File: config.mk
export PLATFORM = sky130hd
export DESIGN_NAME = epg_tx_lanes
export DESIGN_NICKNAME = d
export VERILOG_FILES = /design/src/rtl/epg_pkg.sv /design/src/rtl/epg_word_buf.sv /design/src/rtl/epg_tx_lanes.sv
export SDC_FILE = /design/constraint.sdc
export NUM_CORES = 1
export LEC_CHECK = 0
export ABC_CLOCK_PERIOD_IN_PS = 11600
export BUFFER_PORTS_ARGS = -buffer_cell sky130_fd_sc_hd__buf_2
export CAP_MARGIN = 20
export CORE_MARGIN = 2
export CORE_UTILIZATION = 54
export CTS_CLUSTER_DIAMETER = 60
export DETAILED_ROUTE_END_ITERATION = 10
export GPL_TIMING_DRIVEN = 0
export HOLD_SLACK_MARGIN = 0.05
export PLACE_DENSITY = 0.78
export SYNTH_ARGS = -nofsm -noshare
export SYNTH_HDL_FRONTEND = slang
export SYNTH_SLANG_ARGS = --single-unit
File: constraint.sdc
create_clock -name CLK -period 11.6 [get_ports CLK]
set_input_delay 0.58 -clock CLK [delete_from_list [all_inputs] [get_ports CLK]]
set_output_delay 0.58 -clock CLK [all_outputs]
set_load 0.05 [all_outputs]
File: src/rtl/epg_pkg.sv
// Shared types, constants and the ones'-complement adder for the packet generator.
package epg_pkg;

    typedef enum logic [2:0] {
        NOP = 3'd0,
        TOS = 3'd1,
        ID  = 3'd2,
        TTL = 3'd3,
        SA  = 3'd4,
        DA  = 3'd5,
        OPT = 3'd6,
        DTA = 3'd7
    } ctrl_e;

    typedef enum logic [2:0] {
        S_IDLE = 3'd0,
        S_CALC = 3'd1,
        S_HDR  = 3'd2,
        S_OPT  = 3'd3,
        S_DATA = 3'd4,
        S_GAP  = 3'd5
    } state_e;

    localparam logic [3:0] IPV4_VER = 4'h4;
    localparam logic [3:0] MIN_IHL  = 4'd5;

    // 16-bit add with the carry folded back into bit 0
    function automatic logic [15:0] oc_add16(input logic [15:0] a, input logic [15:0] b);
        logic [16:0] s;
        s = {1'b0, a} + {1'b0, b};
        return s[15:0] + {15'd0, s[16]};
    endfunction

endpackage

File: src/rtl/epg_word_buf.sv
// Word buffer for option or payload words: push appends, reads are indexed,
// pushes beyond DEPTH are dropped and the full flag is registered.
module epg_word_buf #(
    parameter int DEPTH = 4
) (
    input  logic        clk,
    input  logic        rst,
    input  logic        en,
    input  logic        push,
    input  logic        clear,
    input  logic [31:0] din,
    input  logic [8:0]  rd_idx,
    output logic [31:0] rd_data,
    output logic [8:0]  count,
    output logic        full
);

    localparam int AW = (DEPTH > 1) ? $clog2(DEPTH) : 1;
    localparam logic [8:0] DEPTH_W = 9'(DEPTH);

    logic [31:0]   mem [DEPTH];
    logic [AW-1:0] wr_addr;
    logic [AW-1:0] rd_addr;
    logic          do_push;

    assign do_push = en && push && !full && !clear;
    assign wr_addr = count[AW-1:0];
    assign rd_addr = rd_idx[AW-1:0];
    assign rd_data = (rd_idx < DEPTH_W) ? mem[rd_addr] : 32'h0;

    // Count and full flag advance together so full is valid the cycle after a push
    always_ff @(posedge clk) begin
        if (rst) begin
            count <= '0;
            full  <= 1'b0;
        end else if (en) begin
            if (clear) begin
                count <= '0;
                full  <= 1'b0;
            end else if (push && !full) begin
                count <= count + 9'd1;
                full  <= ((count + 9'd1) == DEPTH_W);
            end
        end
    end

    // Storage has no reset; only words below count are ever read out
    always_ff @(posedge clk) begin
        if (do_push) begin
            mem[wr_addr] <= din;
        end
    end

endmodule

File: src/rtl/epg_tx_lanes.sv
// IPv4-style packet transmitter: loads header fields, options and payload,
// then serialises the packet MSB-first on a LANES-wide bus with framing strobes.
// Optional header checksum is enabled by defining EPG_CHECKSUM_EN.
module epg_tx_lanes
    import epg_pkg::*;
#(
    parameter int          LANES      = 1,
    parameter int          OPT_DEPTH  = 4,
    parameter int          DATA_DEPTH = 8,
    parameter logic [7:0]  PROTO      = 8'h11,
    parameter int          GAP_CYCLES = 2
) (
    input  logic             CLK,
    input  logic             RST,
    input  logic             EN,
    input  logic [31:0]      DIN,
    input  logic [2:0]       CTRL,
    input  logic             SEND,
    output logic             BUSY,
    output logic             OFULL,
    output logic             DFULL,
    output logic [LANES-1:0] OP_TX,
    output logic             OP_VALID,
    output logic             OP_SOP,
    output logic             OP_EOP,
    output logic [31:0]      INDICATOR
);

    localparam int         BEATS     = 32 / LANES;
    localparam logic [5:0] LAST_BEAT = 6'(BEATS - 1);
    localparam logic [5:0] LANES_W   = 6'(LANES);
    localparam logic [3:0] GAP_LAST  = (GAP_CYCLES > 0) ? 4'(GAP_CYCLES - 1) : 4'd0;
    localparam bit         NO_GAP    = (GAP_CYCLES == 0);

    state_e      state;
    state_e      next_sec;
    ctrl_e       ctrl_sel;
    logic [7:0]  tos_reg, ttl_reg;
    logic [15:0] id_reg;
    logic [31:0] sa_reg, da_reg;
    logic [8:0]  word_idx;
    logic [5:0]  beat_idx;
    logic [3:0]  gap_cnt;
    logic [8:0]  opt_cnt, data_cnt, opt_rd_idx;
    logic [31:0] opt_rd, data_rd, cur_word, shifted;
    logic [3:0]  ihl;
    logic [10:0] words_total;
    logic [15:0] total_len, cksum;
    logic        load_ok, push_opt, push_data, in_tx, last_beat, sec_last, pkt_last;
    logic        eop_now, pkt_done, clear_bufs, calc_done;

    assign ctrl_sel    = ctrl_e'(CTRL);
    assign load_ok     = EN && (state == S_IDLE);
    assign push_opt    = load_ok && (ctrl_sel == OPT);
    assign push_data   = load_ok && (ctrl_sel == DTA);
    assign ihl         = MIN_IHL + opt_cnt[3:0];
    assign words_total = {7'd0, ihl} + {2'd0, data_cnt};
    assign total_len   = {3'd0, words_total, 2'b00};

`ifdef EPG_CHECKSUM_EN
    logic [3:0]  calc_idx;
    logic [15:0] csum_acc, csum_fixed, csum_next;

    assign calc_done  = ({5'd0, calc_idx} == opt_cnt);
    assign opt_rd_idx = (state == S_CALC) ? {5'd0, calc_idx - 4'd1} : word_idx;
    assign cksum      = ~csum_acc;

    // Ones'-complement sum: fixed header halves first, then one option word per cycle
    always_comb begin
        csum_fixed = oc_add16({IPV4_VER, ihl, tos_reg}, total_len);
        csum_fixed = oc_add16(csum_fixed, id_reg);
        csum_fixed = oc_add16(csum_fixed, {ttl_reg, PROTO});
        csum_fixed = oc_add16(csum_fixed, sa_reg[31:16]);
        csum_fixed = oc_add16(csum_fixed, sa_reg[15:0]);
        csum_fixed = oc_add16(csum_fixed, da_reg[31:16]);
        csum_fixed = oc_add16(csum_fixed, da_reg[15:0]);
        csum_next  = (calc_idx == 4'd0) ? csum_fixed
                   : oc_add16(oc_add16(csum_acc, opt_rd[31:16]), opt_rd[15:0]);
    end

    // Accumulate across the CALC cycles; the result is held for the HDR phase
    always_ff @(posedge CLK) begin
        if (RST) begin
            calc_idx <= 4'd0;
            csum_acc <= 16'h0000;
        end else if (EN) begin
            if (state == S_IDLE) begin
                calc_idx <= 4'd0;
            end else if (state == S_CALC) begin
                csum_acc <= csum_next;
                if (!calc_done) calc_idx <= calc_idx + 4'd1;
            end
        end
    end
`else
    assign calc_done  = 1'b1;
    assign opt_rd_idx = word_idx;
    assign cksum      = 16'h0000;
`endif

    epg_word_buf #(.DEPTH(OPT_DEPTH)) u_opt_buf (
        .clk(CLK), .rst(RST), .en(EN), .push(push_opt), .clear(clear_bufs),
        .din(DIN), .rd_idx(opt_rd_idx), .rd_data(opt_rd), .count(opt_cnt), .full(OFULL)
    );

    epg_word_buf #(.DEPTH(DATA_DEPTH)) u_data_buf (
        .clk(CLK), .rst(RST), .en(EN), .push(push_data), .clear(clear_bufs),
        .din(DIN), .rd_idx(word_idx), .rd_data(data_rd), .count(data_cnt), .full(DFULL)
    );

    // Word being shifted out and the section-boundary decisions for the current beat
    always_comb begin
        cur_word = 32'h0;
        sec_last = 1'b0;
        pkt_last = 1'b0;
        next_sec = NO_GAP ? S_IDLE : S_GAP;
        case (state)
            S_HDR: begin
                case (word_idx)
                    9'd0:    cur_word = {IPV4_VER, ihl, tos_reg, total_len};
                    9'd1:    cur_word = {id_reg, 16'h0000};
                    9'd2:    cur_word = {ttl_reg, PROTO, cksum};
                    9'd3:    cur_word = sa_reg;
                    default: cur_word = da_reg;
                endcase
                sec_last = (word_idx == 9'd4);
                pkt_last = sec_last && (opt_cnt == 9'd0) && (data_cnt == 9'd0);
                if (opt_cnt != 9'd0)       next_sec = S_OPT;
                else if (data_cnt != 9'd0) next_sec = S_DATA;
            end
            S_OPT: begin
                cur_word = opt_rd;
                sec_last = (word_idx == opt_cnt - 9'd1);
                pkt_last = sec_last && (data_cnt == 9'd0);
                if (data_cnt != 9'd0) next_sec = S_DATA;
            end
            S_DATA: begin
                cur_word = data_rd;
                sec_last = (word_idx == data_cnt - 9'd1);
                pkt_last = sec_last;
            end
            default: ;
        endcase
    end

    assign in_tx      = state inside {S_HDR, S_OPT, S_DATA};
    assign last_beat  = (beat_idx == LAST_BEAT);
    assign eop_now    = in_tx && last_beat && pkt_last;
    assign pkt_done   = ((state == S_GAP) && (gap_cnt == GAP_LAST)) || (NO_GAP && eop_now);
    assign clear_bufs = EN && pkt_done;
    assign shifted    = cur_word << (beat_idx * LANES_W);

    assign BUSY      = (state != S_IDLE);
    assign OP_TX     = in_tx ? shifted[31 -: LANES] : '0;
    assign OP_VALID  = EN && in_tx;
    assign OP_SOP    = EN && (state == S_HDR) && (word_idx == 9'd0) && (beat_idx == 6'd0);
    assign OP_EOP    = EN && eop_now;
    assign INDICATOR = {12'd0, ihl, total_len};

    // Header field loads, accepted only while idle
    always_ff @(posedge CLK) begin
        if (RST) begin
            tos_reg <= 8'h00;
            ttl_reg <= 8'h00;
            id_reg  <= 16'h0000;
            sa_reg  <= 32'h0;
            da_reg  <= 32'h0;
        end else if (load_ok) begin
            case (ctrl_sel)
                TOS:     tos_reg <= DIN[7:0];
                ID:      id_reg  <= DIN[15:0];
                TTL:     ttl_reg <= DIN[7:0];
                SA:      sa_reg  <= DIN;
                DA:      da_reg  <= DIN;
                default: ;
            endcase
        end
    end

    // Packet sequencer: beat and word counters walk HDR, OPT and DATA, then the gap
    always_ff @(posedge CLK) begin
        if (RST) begin
            state    <= S_IDLE;
            word_idx <= 9'd0;
            beat_idx <= 6'd0;
            gap_cnt  <= 4'd0;
        end else if (EN) begin
            case (state)
                S_IDLE: begin
                    if (SEND) begin
                        word_idx <= 9'd0;
                        beat_idx <= 6'd0;
                        gap_cnt  <= 4'd0;
`ifdef EPG_CHECKSUM_EN
                        state    <= S_CALC;
`else
                        state    <= S_HDR;
`endif
                    end
                end
                S_CALC: begin
                    if (calc_done) state <= S_HDR;
                end
                S_HDR, S_OPT, S_DATA: begin
                    if (last_beat) begin
                        beat_idx <= 6'd0;
                        if (sec_last) begin
                            word_idx <= 9'd0;
                            state    <= next_sec;
                        end else begin
                            word_idx <= word_idx + 9'd1;
                        end
                    end else begin
                        beat_idx <= beat_idx + 6'd1;
                    end
                end
                S_GAP: begin
                    if (gap_cnt == GAP_LAST) state <= S_IDLE;
                    else                     gap_cnt <= gap_cnt + 4'd1;
                end
                default: state <= S_IDLE;
            endcase
        end
    end

endmodule
Yosys cells after proc, flatten, opt, wreduce, memory -nomap -nowiden. Memory sizes are Yosys's and may differ from the RTL's. A register that Yosys moved wholly into a read port is not among the register bits. Cells that the tools add are included.

Latch bits: 0. Flip-flop bits (word level): 138. Input port bits: 39. Bits in writable memories: 384. Output and inout bits: 39. Memory bits (read-only): 0. Word-level logic and storage cells: 146. Memories: 2.

Memories: u_data_buf.mem (depth 8, width 32, read ports 1, clocked after memory_dff 1, write ports 1, RTL line epg_word_buf.sv:21) `logic [31:0] mem [DEPTH];`; u_opt_buf.mem (depth 4, width 32, read ports 1, clocked after memory_dff 1, write ports 1, RTL line epg_word_buf.sv:21).

Div/mod/pow operators: 0. Reductions and logical operators: 51. Bitwise logic cells: 0. Order comparisons: 2. Equal/unequal tests: 27. Shift-type cells: 1. $mul: 0. Muxes and demuxes: 41. $add $sub $neg: 9.

Operator list (count): $pmux W32 S4 (1); $pmux W32 S3 (1); $mux W32 (2); $mux W9 (7); $shl A32 B6 Y32 (1); $add A9 B1 Y9 const B (3); $logic_not A9 Y1 (3); $logic_and A1 B1 Y1 (23); $mux W3 (7); $eq A3 B3 Y1 const B (6); $eq A9 B2 Y1 const B (2); $eq A9 B3 Y1 const B (2); $eq A9 B9 Y1 (2); $pmux W9 S2 (1); $reduce_bool A9 Y1 (2); $sub A9 B1 Y9 const B (2); $reduce_and A2 Y1 (7); $eq A3 B2 Y1 const B (4); $mux W6 (2); $pmux W3 S4 (1); $pmux W6 S2 (1); $add A4 B9 Y10 (1); $mux W1 (10); $eq A9 B1 Y1 const B (1); 25 further kinds (39).

Depth between registers and ports, before layout. Gate-level depths: netlist (run 1).

Word-level depth: 8. Depth in mapped cells: 13. Mapped depth without buffers: 11.

Cells and area by module. A second synthesis (run 1) with hierarchy kept.

Cells, all modules: 1715. Area total of the unflattened synthesis: 23098.4 µm².

Modules (own cells, without submodules): epg_word_buf at u_data_buf (cells each 495, times used 1, area each 10395.0 µm², sequential area each 7887.6 µm²); epg_tx_lanes (cells each 936, times used 1, area each 7221.9 µm², sequential area each 2362.3 µm²); epg_word_buf at u_opt_buf (cells each 284, times used 1, area each 5481.5 µm², sequential area each 4043.9 µm²).

Least setup slack after synthesis (run 1). Ideal clock, no wire load.

Path kind: register to register. Start: register state[1]. End: memory u_data_buf.mem[0][0] (enable). Path buffers: 2. Path slack: 6.464 ns. Data required time: 11.098 ns. Arrival: 4.634 ns. Stages on the path, launching flop included: 7. Library setup time: 0.502 ns. Clock period less this slack: 5.136 ns. Path through: dfxtp_1 -> buf_2 -> nor3_2 -> nand3_1 -> or3_1 -> clkbuf_1 -> nor4_1.

Cells in the longest elaborated chain, start to end: 8. Elaborated cells on any way between the ends: 12. Those cells by class: eq/ne: 1; mux: 2; reduce/logical: 9.

RTL lines: from (decl) (RTL line epg_tx_lanes.sv:35) `state_e state;`; from (signal assigned) (RTL line epg_tx_lanes.sv:209) `state <= next_sec;`; $logic_not A3 Y1 (RTL line epg_tx_lanes.sv:53) `assign load_ok = EN && (state == S_IDLE);`; $logic_and A1 B1 Y1 (RTL line epg_tx_lanes.sv:53); $logic_and A1 B1 Y1 (RTL line epg_tx_lanes.sv:55) `assign push_data = load_ok && (ctrl_sel == DTA);`; $logic_and A1 B1 Y1 (2 in a row) (RTL line epg_word_buf.sv:26) `assign do_push = en && push && !full && !clear;`; $logic_and A1 B1 Y1 (*) (RTL line epg_word_buf.sv:26); $mux W1 (*) (RTL line epg_word_buf.sv:49) `if (do_push) begin`; $mux W1 (implied by the code) (*) (RTL line epg_word_buf.sv:50) `mem[wr_addr] <= din;`; to (decl) (RTL line epg_word_buf.sv:21).

Mark *: on every way between the ends. The rest lies on a longest branch, timed or not.

Worst setup path in the final report (run 1).
Start: register u_opt_buf.count[0]. End: output OP_TX.

Cells in the longest elaborated chain, start to end: 6.

RTL lines: from (decl) (RTL line epg_word_buf.sv:14) `output logic [8:0] count,`; from (signal assigned) (RTL line epg_word_buf.sv:41) `count <= count + 9'd1;`; $add A3 B4 Y4 (*) (RTL line epg_tx_lanes.sv:56) `assign ihl = MIN_IHL + opt_cnt[3:0];`; $add A4 B9 Y10 (RTL line epg_tx_lanes.sv:57) `assign words_total = {7'd0, ihl} + {2'd0, data_cnt};`; $pmux W32 S4 (*) (RTL line epg_tx_lanes.sv:119) `case (word_idx)`; $pmux W32 S3 (*) (RTL line epg_tx_lanes.sv:117) `case (state)`; $shl A32 B6 Y32 (*) (RTL line epg_tx_lanes.sv:151) `assign shifted = cur_word << (beat_idx * LANES_W);`; $mux W1 (*) (RTL line epg_tx_lanes.sv:154) `assign OP_TX = in_tx ? shifted[31 -: LANES] : '0;`; to (decl) (RTL line epg_tx_lanes.sv:22) `output logic [LANES-1:0] OP_TX,`.

Marked as above.

==> results of run 1 <==
## layer usage
| metal | track usage | part of all wire |
|---|---|---|
| met5 | 0 | 0 |
| met4 | 0.113 | 0.040 |
| met3 | 0.0537 | 0.098 |
| met2 | 0.456 | 0.47 |
| met1 | 0.404 | 0.40 |
## worst max path at each step
stage	startpoint	end	slack, ns
finish	u_opt_buf.count[0]	OP_TX	6.21
global route	u_opt_buf.count[0]	OP_TX	6.06
CTS	u_opt_buf.count[0]	OP_TX	6.29
detailed placement	u_opt_buf.count[0]	OP_TX	6.96
global placement	state[1]	u_data_buf.mem[3][23]	2.49
floorplan	state[1]	u_data_buf.mem[0][0]	6.46
## layout make-up
| cell class | count | area share |
|---|---|---|
| Inverter | 13 | 0.00188 |
| Tap cell | 532 | 0.0257 |
| Clock buffer | 73 | 0.0577 |
| Clock inverter | 28 | 0.0122 |
| Timing Repair Buffer | 96 | 0.0270 |
| Buffer | 134 | 0.0277 |
| Multi-Input combinational cell | 989 | 0.294 |
| Sequential cell | 525 | 0.554 |
## power by group through the flow
stage / registers [mW] / logic, mW / clock network [mW]
final: 2.04 / 0.383 / 1.77
after global routing: 2.05 / 0.403 / 1.86
after CTS: 2.04 / 0.376 / 1.79
after detailed placement: 2.08 / 0.374 / 0
after global placement: 2.08 / 0.367 / 0
after floorplan: 2.08 / 0.241 / 0
## worst register-to-register path, stage by stage, from the launching register on
cell      delay, ns
dfxtp_1        0.32
clkbuf_1       0.21
nor3_2         0.26
nand3_1        0.37
or3_1          0.59
clkbuf_1       0.31
nor4_2         0.88
buf_6          0.26
buf_4          0.20
buf_4          0.20
## kinds of logic (layout without fill, tap and decap cells)
logic type / count (synthesis) / count (layout) / share of synthesized area
AO/OA/AOI/OAI: 281 / 281 / 0.0802
XOR/XNOR: 50 / 50 / 0.0194
adder cells (fa/ha/maj): 22 / 22 / 0.0125
buffers and inverters: 147 / 344 / 0.0339
flip-flops: 525 / 525 / 0.635
multiplexers: 161 / 161 / 0.124
other: 1 / 18 / 0.000166
AND/OR/NAND/NOR: 457 / 457 / 0.0947
## cells in the mapped netlist, types with 7 or more instances
cell type	number
a21oi_1	124
mux4_2	86
and3_1	13
xnor2_1	23
o211ai_1	14
edfxtp_1	384
nand2_1	177
nand4_1	12
buf_6	7
o221ai_1	13
buf_2	26
a22oi_1	20
mux2i_1	63
nand2b_1	8
clkbuf_1	65
mux4_1	7
o21ai_0	27
inv_1	13
and2_1	11
dfxtp_1	141
xor2_1	27
a211oi_1	11
buf_4	30
nand3_1	34
a222oi_1	12
a31oi_1	12
nor2_1	129
ha_1	21
nor3_1	22
## through the flow
step / utilization / total power, mW / hold WS [ns] / instances
global route: 0.630 / 4.31 / 0.334 / 2390
floorplan: - / 2.32 / 0.433 / 1661
global placement: 0.575 / 2.45 / 0.440 / 2251
CTS: 0.630 / 4.21 / 0.304 / 2390
finish: 0.630 / 4.20 / 0.326 / 2390
detailed placement: 0.586 / 2.46 / 0.444 / 2289
==> summary.txt, run 1 <==
Place
  – Cell Area, Placed: 0.0241 mm^2
  – Detailed placer's ending HPWL: about 44000 um
  – Routability congestion estimate: just under 1
  – IO Port Bufs: between 50 and 60
  – Post-place setup slack: 6.96 ns

Worst setup path
  – Reg2Reg Launch Point: state[2]
  – CP Capture Type: primary output
  – CP delay by family, top: compound AO/OA/AOI/OAI gates
  – Levels on crit path: 13
  – Max stage delay cell, worst path: ha_1
  – Critical path startpoint category: flop
  – Crit Path Class: flop to primary output
  – Reg-to-reg setup timing slack: between 7 and 8 ns
  – Crit-path cells: clkbuf_1, inv_1, ha_1, fa_1, a211oi_1, nor3_1, xor2_1, a222oi_1, nor2_1, o21ai_0, o211ai_1, a211o_1, buf_2
  – WP data arrival: approximately 4.8 ns
  – R2R Path End: u_data_buf.mem[0][30]
  – CP max stage delay: ~0.52 ns
  – Crit-path max FO: 9
  – Reg2Reg Depth: 9
  – Buffers & Inverters on Critical Path: 3
  – CP required: between 10 and 15 ns

Logic synthesis
  – Sequential area share after synthesis: 0.635
  – Yosys cell types: 78
  – Synth Register Bits: 525
  – Async SR Flop Fraction: 0
  – Dominant synthesized flop cell: edfxtp_1
  – Yosys top cell area share: 0.510
  – Post-Syn Instances: about 1600
  – Largest area contributor in the synthesized netlist: edfxtp_1
  – Area of the mapped netlist: around 0.023 mm^2
  – Synth top area cells: edfxtp_1 51%, dfxtp_1 12%, mux4_2 8.6%
  – Syn avg cell area: 13.7 um^2
  – Post-synth EDFFs: 384
  – Ys Warns: 0

CTS
  – Max Buffers Root-to-Sink: 3
  – Hold_buf cts: 0
  – Clock sink count: approximately 530
  – Clock transition at path regs: 0.06 ns
  – Clk_lat worst skew: between 0.6 and 0.7 ns
  – Max H-tree Level: 2
  – Post-CTS Setup Inserts: 0
  – Post-CTS sizing: 0
  – Clock Root Buffer: clkbuf_16
  – Cts bufs inserted: 54
  – CTS tree: built

Finish
  – FF+latch area: 0.0144 mm^2
  – Commonest non-fill, non-tap cells in the layout: 384 x edfxtp_1, 177 x nand2_1, 141 x dfxtp_1
  – Largest reg by FF count: u_data_buf.mem
  – Top Registers: u_data_buf.mem (256), u_opt_buf.mem (128)
  – Share of cells above drive strength 1: 0.194
  – Number of fill cells: 3044
  – Final Instance Area: about 0.026 mm^2
  – P&R area growth vs syn: 14.6%
  – Commonest non-fill, non-tap cell in the layout: edfxtp_1
  – Multi-input logic area: 0.00760 mm^2
  – Final nets: 1874
  – Number of flip-flops in the largest register: ~260
  – # diodes: 0

STA
  – Slew @ Worst Pin: roughly 1.3 ns
  – RSZ-0062 raised after global routing: no
  – Count of final max-slew check failures: 0
  – Final setup fails: 0
  – Max Fclk: roughly 190 MHz
  – Worst slew margin: 0.108
  – Fin. Hold Viols: 0
  – Setup ws final: approximately 6.2 ns
  – Final Skew: about 0.027 ns
  – Min Tclk post-route: 5.39 ns
  – Fin crit share: 0.464
  – Setup TNS: 0 ns

Route
  – Initial DRC count: between 2000 and 2500
  – Routed Antenna Nets: 0
  – Drt first pass iters: 8
  – Total Wirelength: 62600 um
  – Residual DRC: 0
  – Via count: roughly 15000
  – Wire per inst: ~26 um
  – Routed vias/inst: 6.35

Floorplan
  – Die Wd: 209 um
  – # IOs: about 80
  – Die height: 209 um
  – Starting Density: 0.550
  – Die ar.: roughly 0.044 mm^2
  – Core ar.: between 0.04 and 0.05 mm^2
  – Row cnt: between 70 and 80

Power and ir drop
  – Combinational share of power: 0.091
  – Cell Int Power: 3.20 mW
  – Pwr Density: ~160 mW/mm^2
  – Switching share of total power: 0.238
  – Cell leakage power: 8.60 nW
  – Part of the power in registers: 0.487
  – Clk network pwr share: 0.422
  – Sw Pwr: 1.00 mW
  – VDD IR-drop max: roughly 0.00013 V

Global route
  – Initial antenna violation count: 0
  – Vias in the first global route: around 15000
  – Global-route wire length before repair: 92800 um
  – Largest net degree at the start of global routing: 25
  – Global route overflow: 0
  – Tot GR Track Use: 0.289

Hold path
  – HP Class: input pin to flop
  – Hold endpoint: sa_reg[16]
  – Hold path startpoint: DIN[16]
  – WHS Path Cells: 3

Outcome
  – Run status: complete, no violations

Job
  – Max_cap viols: 0
(Power assumes the default switching activity.)
==> run 2: changes to the inputs <==
--- a/config.mk
+++ b/config.mk
@@ -5,7 +5,7 @@
 export SDC_FILE = /design/constraint.sdc
 export NUM_CORES = 1
 export LEC_CHECK = 0
-export ABC_CLOCK_PERIOD_IN_PS = 11600
+export ABC_CLOCK_PERIOD_IN_PS = 5300
 export BUFFER_PORTS_ARGS = -buffer_cell sky130_fd_sc_hd__buf_2
 export CAP_MARGIN = 20
 export CORE_MARGIN = 2
==> constraint.sdc (replaced) <==
create_clock -name CLK -period 5.3 [get_ports CLK]
set_input_delay 0.265 -clock CLK [delete_from_list [all_inputs] [get_ports CLK]]
set_output_delay 0.265 -clock CLK [all_outputs]
set_load 0.05 [all_outputs]
==> run 2 against run 1 <==
  * Highest routed layer unchanged
  * Non-clock buffer count increased by 28
  * Flip-flop and latch count stayed put
  * Largest power group unchanged
  * Final area is 1.1% higher
  * Die area is the same
  * Critical path type unchanged
  * Setup slack got worse by 6.0 ns
==> summary.txt, run 2 (same netlist as run 1, synthesis figures left out) <==
Floorplan
  – # IOs: 78 (unchanged)
  – Die ar.: 0.0435 mm^2 (unchanged)
  – Core ar.: 0.0411 mm^2 (unchanged)
  – Row cnt: 74 (unchanged)
  – Die Wd: 209 um (unchanged)
  – Starting Density: 0.550 (unchanged)
  – Die height: 209 um (unchanged)

Power and ir drop
  – Cell leakage power: 8.72 nW (+1.4%)
  – Cell Int Power: 7.01 mW (+120%)
  – Sw Pwr: 2.20 mW (+120%)
  – Pwr Density: 352 mW/mm^2 (+120%)
  – VDD IR-drop max: 0.000284 V (+120%)
  – Part of the power in registers: 0.486 (about the same)
  – Clk network pwr share: 0.421 (about the same)
  – Combinational share of power: 0.093 (+0.002)
  – Total power: 9.21 mW (+120%)
  – Switching share of total power: 0.239 (+0.000420)

Hold path
  – Hold endpoint: da_reg[5]
  – Hold path startpoint: DIN[5]
  – HP Class: input pin to flop
  – WHS Path Cells: 3 (unchanged)

Route
  – Routed Antenna Nets: 0 (unchanged)
  – Met1 wire length: 25100 um (+1.6%)
  – Wire per inst: 26.1 um (-0.24%)
  – Residual DRC: 0 (unchanged)
  – DR top layer: met4
  – Total Wirelength: 63200 um (+0.93%)
  – Initial DRC count: 1954 (-5.0%)
  – Routed vias/inst: 6.30 (-0.79%)
  – Drt first pass iters: 7 (-1)
  – Via count: 15200 (+0.37%)
  – Metal2 WL: 29200 um (+0.16%)
  – Detail Route met3 WL: 6010 um (-2.4%)

Worst setup path
  – CP Capture Type: primary output
  – Max stage delay cell, worst path: ha_1
  – Crit-path max FO: 9 (unchanged)
  – CP delay by family, top: compound AO/OA/AOI/OAI gates
  – Reg2Reg Depth: 9 (unchanged)
  – Reg2Reg Launch Point: state[2]
  – Reg-to-reg setup timing slack: 1.37 ns (-6.34 ns)
  – CP max stage delay: 0.52 ns (about the same)
  – WP data arrival: 4.83 ns (+0.02 ns)
  – Crit-path cells: clkbuf_1, inv_1, ha_1, fa_1, a211oi_1, nor3_1, xor2_1, a222oi_1, nor2_1, o21ai_0, o211ai_1, a211o_1, buf_2
  – CP required: 5.04 ns (-5.98 ns)
  – R2R Path End: u_data_buf.mem[0][26]
  – Crit Path Class: flop to primary output
  – Buffers & Inverters on Critical Path: 3 (unchanged)
  – Critical path startpoint category: flop

Finish
  – Top Registers: u_data_buf.mem (256), u_opt_buf.mem (128)
  – Number of fill cells: 3011 (-1.1%)
  – Number of flip-flops in the largest register: 256 (unchanged)
  – Fin cells: 2418 (+1.2%)
  – Largest reg by FF count: u_data_buf.mem
  – Commonest non-fill, non-tap cells in the layout: 384 x edfxtp_1, 177 x nand2_1, 141 x dfxtp_1
  – Utilization after layout: 0.637 (+0.00682)
  – Final nets: 1902 (+1.5%)
  – Final Instance Area: 0.0262 mm^2 (+1.1%)
  – # diodes: 0 (unchanged)
  – Share of cells above drive strength 1: 0.191 (-0.00288)
  – P&R area growth vs syn: 15.8%
  – Commonest non-fill, non-tap cell in the layout: edfxtp_1

Place
  – IO Port Bufs: 58 (unchanged)
  – Detailed placer's ending HPWL: 44200 um (unchanged)
  – Cell Area, Placed: 0.0241 mm^2 (unchanged)
  – Post-place setup slack: 0.973 ns (-5.98 ns)
  – Routability congestion estimate: 0.973 (unchanged)
  – Placed insts: 2289 (unchanged)

CTS
  – Cts bufs inserted: 54 (unchanged)
  – Clock sink count: 525 (unchanged)
  – Max Buffers Root-to-Sink: 3 (unchanged)
  – Post-CTS sizing: 0 (unchanged)
  – Clock Root Buffer: clkbuf_16
  – Max H-tree Level: 2 (unchanged)
  – Clk_lat worst skew: 0.61 ns (about the same)
  – Clock transition at path regs: 0.06 ns (about the same)
  – CTS tree: built

STA
  – Setup ws final: 0.204 ns (-6.01 ns)
  – Final setup fails: 0 (unchanged)
  – RSZ-0062 raised after global routing: no
  – Min Tclk post-route: approximately 5.1 ns
  – Worst slew margin: 0.160 (+0.0521)
  – Fin. Hold Viols: 0 (unchanged)
  – Fin crit share: 0.961
  – Slew @ Worst Pin: 1.25 ns (-0.0778 ns)
  – Count of final max-slew check failures: 0 (unchanged)
  – Final Skew: 0.0260 ns (-0.000882 ns)
  – Max Fclk: just under 200 MHz

Global route
  – Largest net degree at the start of global routing: 25 (unchanged)
  – Vias in the first global route: 14700 (+1.0%)
  – Initial antenna violation count: 0 (unchanged)
  – Tot GR Track Use: 0.292 (+0.00241)
  – Global-route wire length before repair: 93500 um (+0.80%)
  – Global route overflow: 0 (unchanged)

Job
  – Max_cap viols: 0 (unchanged)

Outcome
  – Run status: complete, no violations
run 2: cell count changes in the layout (fill, tap and decap cells not counted):
cell,previous run,this run
dlygate4sd3_1,0,28
run 2: metrics by stage:
step	hold slack [ns]	TNS, ns
finish	0.0817	0
floorplan	0.364	0
detailed placement	0.444	0
CTS	0.0535	0
global route	0.0717	0
global placement	0.440	-650.18
run 2: worst max path at each step:
stage | from | to | slack, ns | cells after the start
after detailed placement | u_opt_buf.count[0] | OP_TX | 0.97 | 13
final | u_opt_buf.count[0] | OP_TX | 0.20 | 13
after global placement | state[1] | u_data_buf.mem[3][23] | -3.81 | 6
after CTS | u_opt_buf.count[0] | OP_TX | 0.31 | 13
after global routing | u_opt_buf.count[0] | OP_TX | 0.07 | 13
after floorplan | state[1] | u_data_buf.mem[0][0] | 0.16 | 6
run 2: timing repair:
item,in CTS,in global routing
setup buffers,0,0
hold endpoints to repair,293,0
hold buffers,28,0
run 2: area by class of cell:
cell class | count | area (um^2) | area share
Buffer | 134 | 717 | 0.0274
Clock buffer | 73 | 1490 | 0.0571
Clock inverter | 28 | 315 | 0.0120
Inverter | 13 | 48.8 | 0.00186
Multi-Input combinational cell | 989 | 7600 | 0.290
Sequential cell | 525 | 14400 | 0.548
Tap cell | 532 | 666 | 0.0254
Timing Repair Buffer | 124 | 978 | 0.0374
run 2: per-layer routing:
layer,vias to the layer above,GRT usage
li1,6628,-
met1,7571,0.405
met2,864,0.463
met3,162,0.0537
met4,0,0.113
met5,-,0
run 2: power by group through the flow:
stage | Combinational (mW) | Sequential, mW | Clock [mW]
2_1_floorplan | 0.528 | 4.55 | 0
3_3_place_gp | 0.803 | 4.56 | 0
3_5_place_dp | 0.819 | 4.56 | 0
4_1_cts | 0.840 | 4.47 | 3.92
5_1_grt | 0.901 | 4.48 | 4.07
6_report | 0.856 | 4.47 | 3.88
run 2: worst register-to-register path, delay by kind of cell, from the launching register on:
family,cells,cell delay (ns)
DFF,1,0.32
buffers and inverters,5,1.20
and+or+nand+nor,4,2.14
==> run 3: changes to the inputs <==
--- a/config.mk
+++ b/config.mk
@@ -8,6 +8,7 @@
 export ABC_CLOCK_PERIOD_IN_PS = 5300
 export BUFFER_PORTS_ARGS = -buffer_cell sky130_fd_sc_hd__buf_2
 export CAP_MARGIN = 20
+export CORE_ASPECT_RATIO = 0.7
 export CORE_MARGIN = 2
 export CORE_UTILIZATION = 54
 export CTS_CLUSTER_DIAMETER = 60
==> run 3 against run 2 <==
  * Flip-flop and latch count stayed put
  * Maximum frequency up 2.8%
  * Sequential power barely moved
  * Final area fell by 1.5%
  * Cell count down 0.74%
  * Setup slack improved by 0.14 ns
  * Combinational power is 2% higher
  * Count of clock-buffer cells in the layout shrank 20
  * Non-clock buffer count is 17 lower
  * Die area barely moved
  * Critical endpoint unchanged
==> summary.txt, run 3 (same netlist as run 1, synthesis figures left out) <==
STA
  – Fin crit share: 0.935 (-0.0266)
  – Fin Hold WS: 0.0640 ns (-0.0177 ns)
  – RSZ-0062 raised after global routing: no
  – Count of final max-slew check failures: 0 (unchanged)
  – Worst slew margin: 0.243 (+0.0826)
  – Setup ws final: 0.345 ns (+0.141 ns)
  – Fin. Hold Viols: 0 (unchanged)
  – Final Skew: 0.0282 ns (+0.00229 ns)
  – Max Fclk: 202 MHz (+2.8%)
  – Final setup fails: 0 (unchanged)
  – Min Tclk post-route: 4.95 ns (-0.141 ns)
  – Slew @ Worst Pin: 1.13 ns (-0.123 ns)

Worst setup path
  – CP Capture Type: primary output
  – CP delay by family, top: compound AO/OA/AOI/OAI gates
  – Reg2Reg Launch Point: state[2]
  – CP max stage delay: 0.50 ns (-0.02 ns)
  – R2R Path End: u_data_buf.mem[1][23]
  – Reg2Reg Depth: 10 (+1)
  – Crit-path cells: clkbuf_1, inv_1, ha_1, fa_1, a211oi_1, nor3_1, xor2_1, a222oi_1, nor2_1, o21ai_0, o211ai_1, a211o_1, buf_2
  – Levels on crit path: 13 (unchanged)
  – Critical path startpoint category: flop
  – Reg-to-reg setup timing slack: 1.35 ns (-0.02 ns)
  – Crit Path Class: flop to primary output
  – CP required: 5.04 ns (about the same)
  – Crit-path max FO: 9 (unchanged)
  – Buffers & Inverters on Critical Path: 3 (unchanged)
  – WP data arrival: 4.69 ns (-0.14 ns)
  – Max stage delay cell, worst path: fa_1

Power and ir drop
  – Switching share of total power: 0.243 (+0.00426)
  – Part of the power in registers: 0.506 (+0.020)
  – Clk network pwr share: 0.396 (-0.025)
  – Sw Pwr: 2.15 mW (-2.3%)
  – Total power: 8.85 mW (-4.0%)
  – Cell leakage power: 8.54 nW (-2.0%)
  – Pwr Density: 343 mW/mm^2 (-2.5%)
  – Cell Int Power: 6.70 mW (-4.5%)
  – Combinational share of power: 0.098 (+0.005)
  – VDD IR-drop max: 0.000275 V (-3.0%)

Global route
  – Tot GR Track Use: 0.295 (+0.00357)
  – Grt met1 use: 0.434 (+0.0283)
  – GRT busiest layer: met1
  – Met2 Usage GRT: 0.424 (-0.0386)
  – Met3 usage: 0.0983 (+0.0447)
  – Vias in the first global route: 15100 (+2.4%)
  – Initial antenna violation count: 0 (unchanged)
  – Largest net degree at the start of global routing: 26 (+4.0%)
  – Global-route wire length before repair: 95500 um (+2.1%)
  – Global route overflow: 0 (unchanged)

CTS
  – Clock transition at path regs: 0.07 ns (about the same)
  – CTS tree: built
  – Post-CTS Setup Inserts: 0 (unchanged)
  – Clk_lat worst skew: 0.58 ns (-0.03 ns)
  – Clock sink count: 525 (unchanged)
  – Cts bufs inserted: 47 (-13%)
  – Post-CTS sizing: 0 (unchanged)
  – Max H-tree Level: 2 (unchanged)
  – Clock Root Buffer: clkbuf_16
  – Hold_buf cts: 8 (-71%)
  – Max Buffers Root-to-Sink: 3 (unchanged)

Finish
  – P&R area growth vs syn: 14.0%
  – Multi-input logic area: 0.00760 mm^2 (unchanged)
  – Final Instance Area: 0.0258 mm^2 (-1.5%)
  – Number of fill cells: 3004 (-0.23%)
  – Largest reg by FF count: u_data_buf.mem
  – FF+latch area: 0.0144 mm^2 (unchanged)
  – Share of cells above drive strength 1: 0.190 (-0.00111)
  – Top Registers: u_data_buf.mem (256), u_opt_buf.mem (128)
  – Commonest non-fill, non-tap cells in the layout: 384 x edfxtp_1, 177 x nand2_1, 141 x dfxtp_1
  – Number of flip-flops in the largest register: 256 (unchanged)
  – Commonest non-fill, non-tap cell in the layout: edfxtp_1
  – Final nets: 1878 (-1.3%)
  – Utilization after layout: 0.627 (-0.00975)

Floorplan
  – Core ar.: 0.0411 mm^2 (about the same)
  – Die Wd: 249 um (+19%)
  – # IOs: 78 (unchanged)
  – Starting Density: 0.550 (about the same)
  – Row cnt: 62 (-16%)
  – Die ar.: 0.0435 mm^2 (about the same)
  – Die height: 175 um (-16%)

Hold path
  – Hold path startpoint: DIN[15]
  – Hold endpoint: sa_reg[15]
  – WHS Path Cells: 3 (unchanged)
  – HP Class: input pin to flop

Job
  – Max_cap viols: 0 (unchanged)

Route
  – Total Wirelength: 64500 um (+2.1%)
  – Initial DRC count: 2237 (+14%)
  – Residual DRC: 0 (unchanged)
  – Routed Antenna Nets: 0 (unchanged)
  – Wire per inst: 26.9 um (+2.8%)
  – Drt first pass iters: 9 (+2)
  – Via count: 15600 (+2.3%)
  – Routed vias/inst: 6.49 (+3.0%)

Outcome
  – Run status: complete, no violations

Place
  – Post-place setup slack: 1.11 ns (+0.136 ns)
  – Detailed placer's ending HPWL: 45500 um (+2.9%)
  – Routability congestion estimate: 0.992 (+2.0%)
  – Cell Area, Placed: 0.0241 mm^2 (+0.11%)
  – IO Port Bufs: 58 (unchanged)
==> run 3: per-stage QoR <==
stage,TNS [ns],cells
detailed placement,0,2302
global placement,-735.63,2263
CTS,0,2397
floorplan,0,1661
global route,0,2399
finish,0,2400
==> run 3: power groups by stage <==
stage / Sequential (mW) / Clock (mW) / Combinational [mW]
floorplan: 4.55 / 0 / 0.528
global placement: 4.56 / 0 / 0.809
detailed placement: 4.56 / 0 / 0.831
CTS: 4.47 / 3.53 / 0.840
global route: 4.47 / 3.68 / 0.913
finish: 4.47 / 3.50 / 0.871
==> run 3: layer usage <==
layer  part of all wire  up-vias
met5                  0        -
met4              0.025        0
met3               0.14      141
met2               0.43     1102
met1               0.40     7751
li1                   -     6578
==> run 3: worst max path at each step <==
stage,from,to
2_1_floorplan,state[1],u_data_buf.mem[0][0]
4_1_cts,u_opt_buf.count[0],OP_TX
3_5_place_dp,u_opt_buf.count[0],OP_TX
3_3_place_gp,state[1],u_data_buf.mem[0][31]
5_1_grt,u_opt_buf.count[0],OP_TX
6_report,u_opt_buf.count[0],OP_TX
==> run 3: final cells by class <==
cell class	instances	area share
flip-flops and latches	525	0.557
multi-input cells	989	0.295
clock buffers	53	0.0477
repair buffers	107	0.0314
plain buffers	134	0.0278
well taps	544	0.0264
clock inverters	34	0.0130
inverters	13	0.00189
diodes	1	0.0000971
==> run 3: worst register-to-register path, stage by stage (launching register included) <==
cell	delay, ns
dfxtp_1	0.32
clkbuf_1	0.21
nor3_2	0.36
nand3_1	0.36
or3_1	0.58
clkbuf_1	0.32
nor4_2	0.63
buf_4	0.28
buf_4	0.20
buf_4	0.21
buf_4	0.20
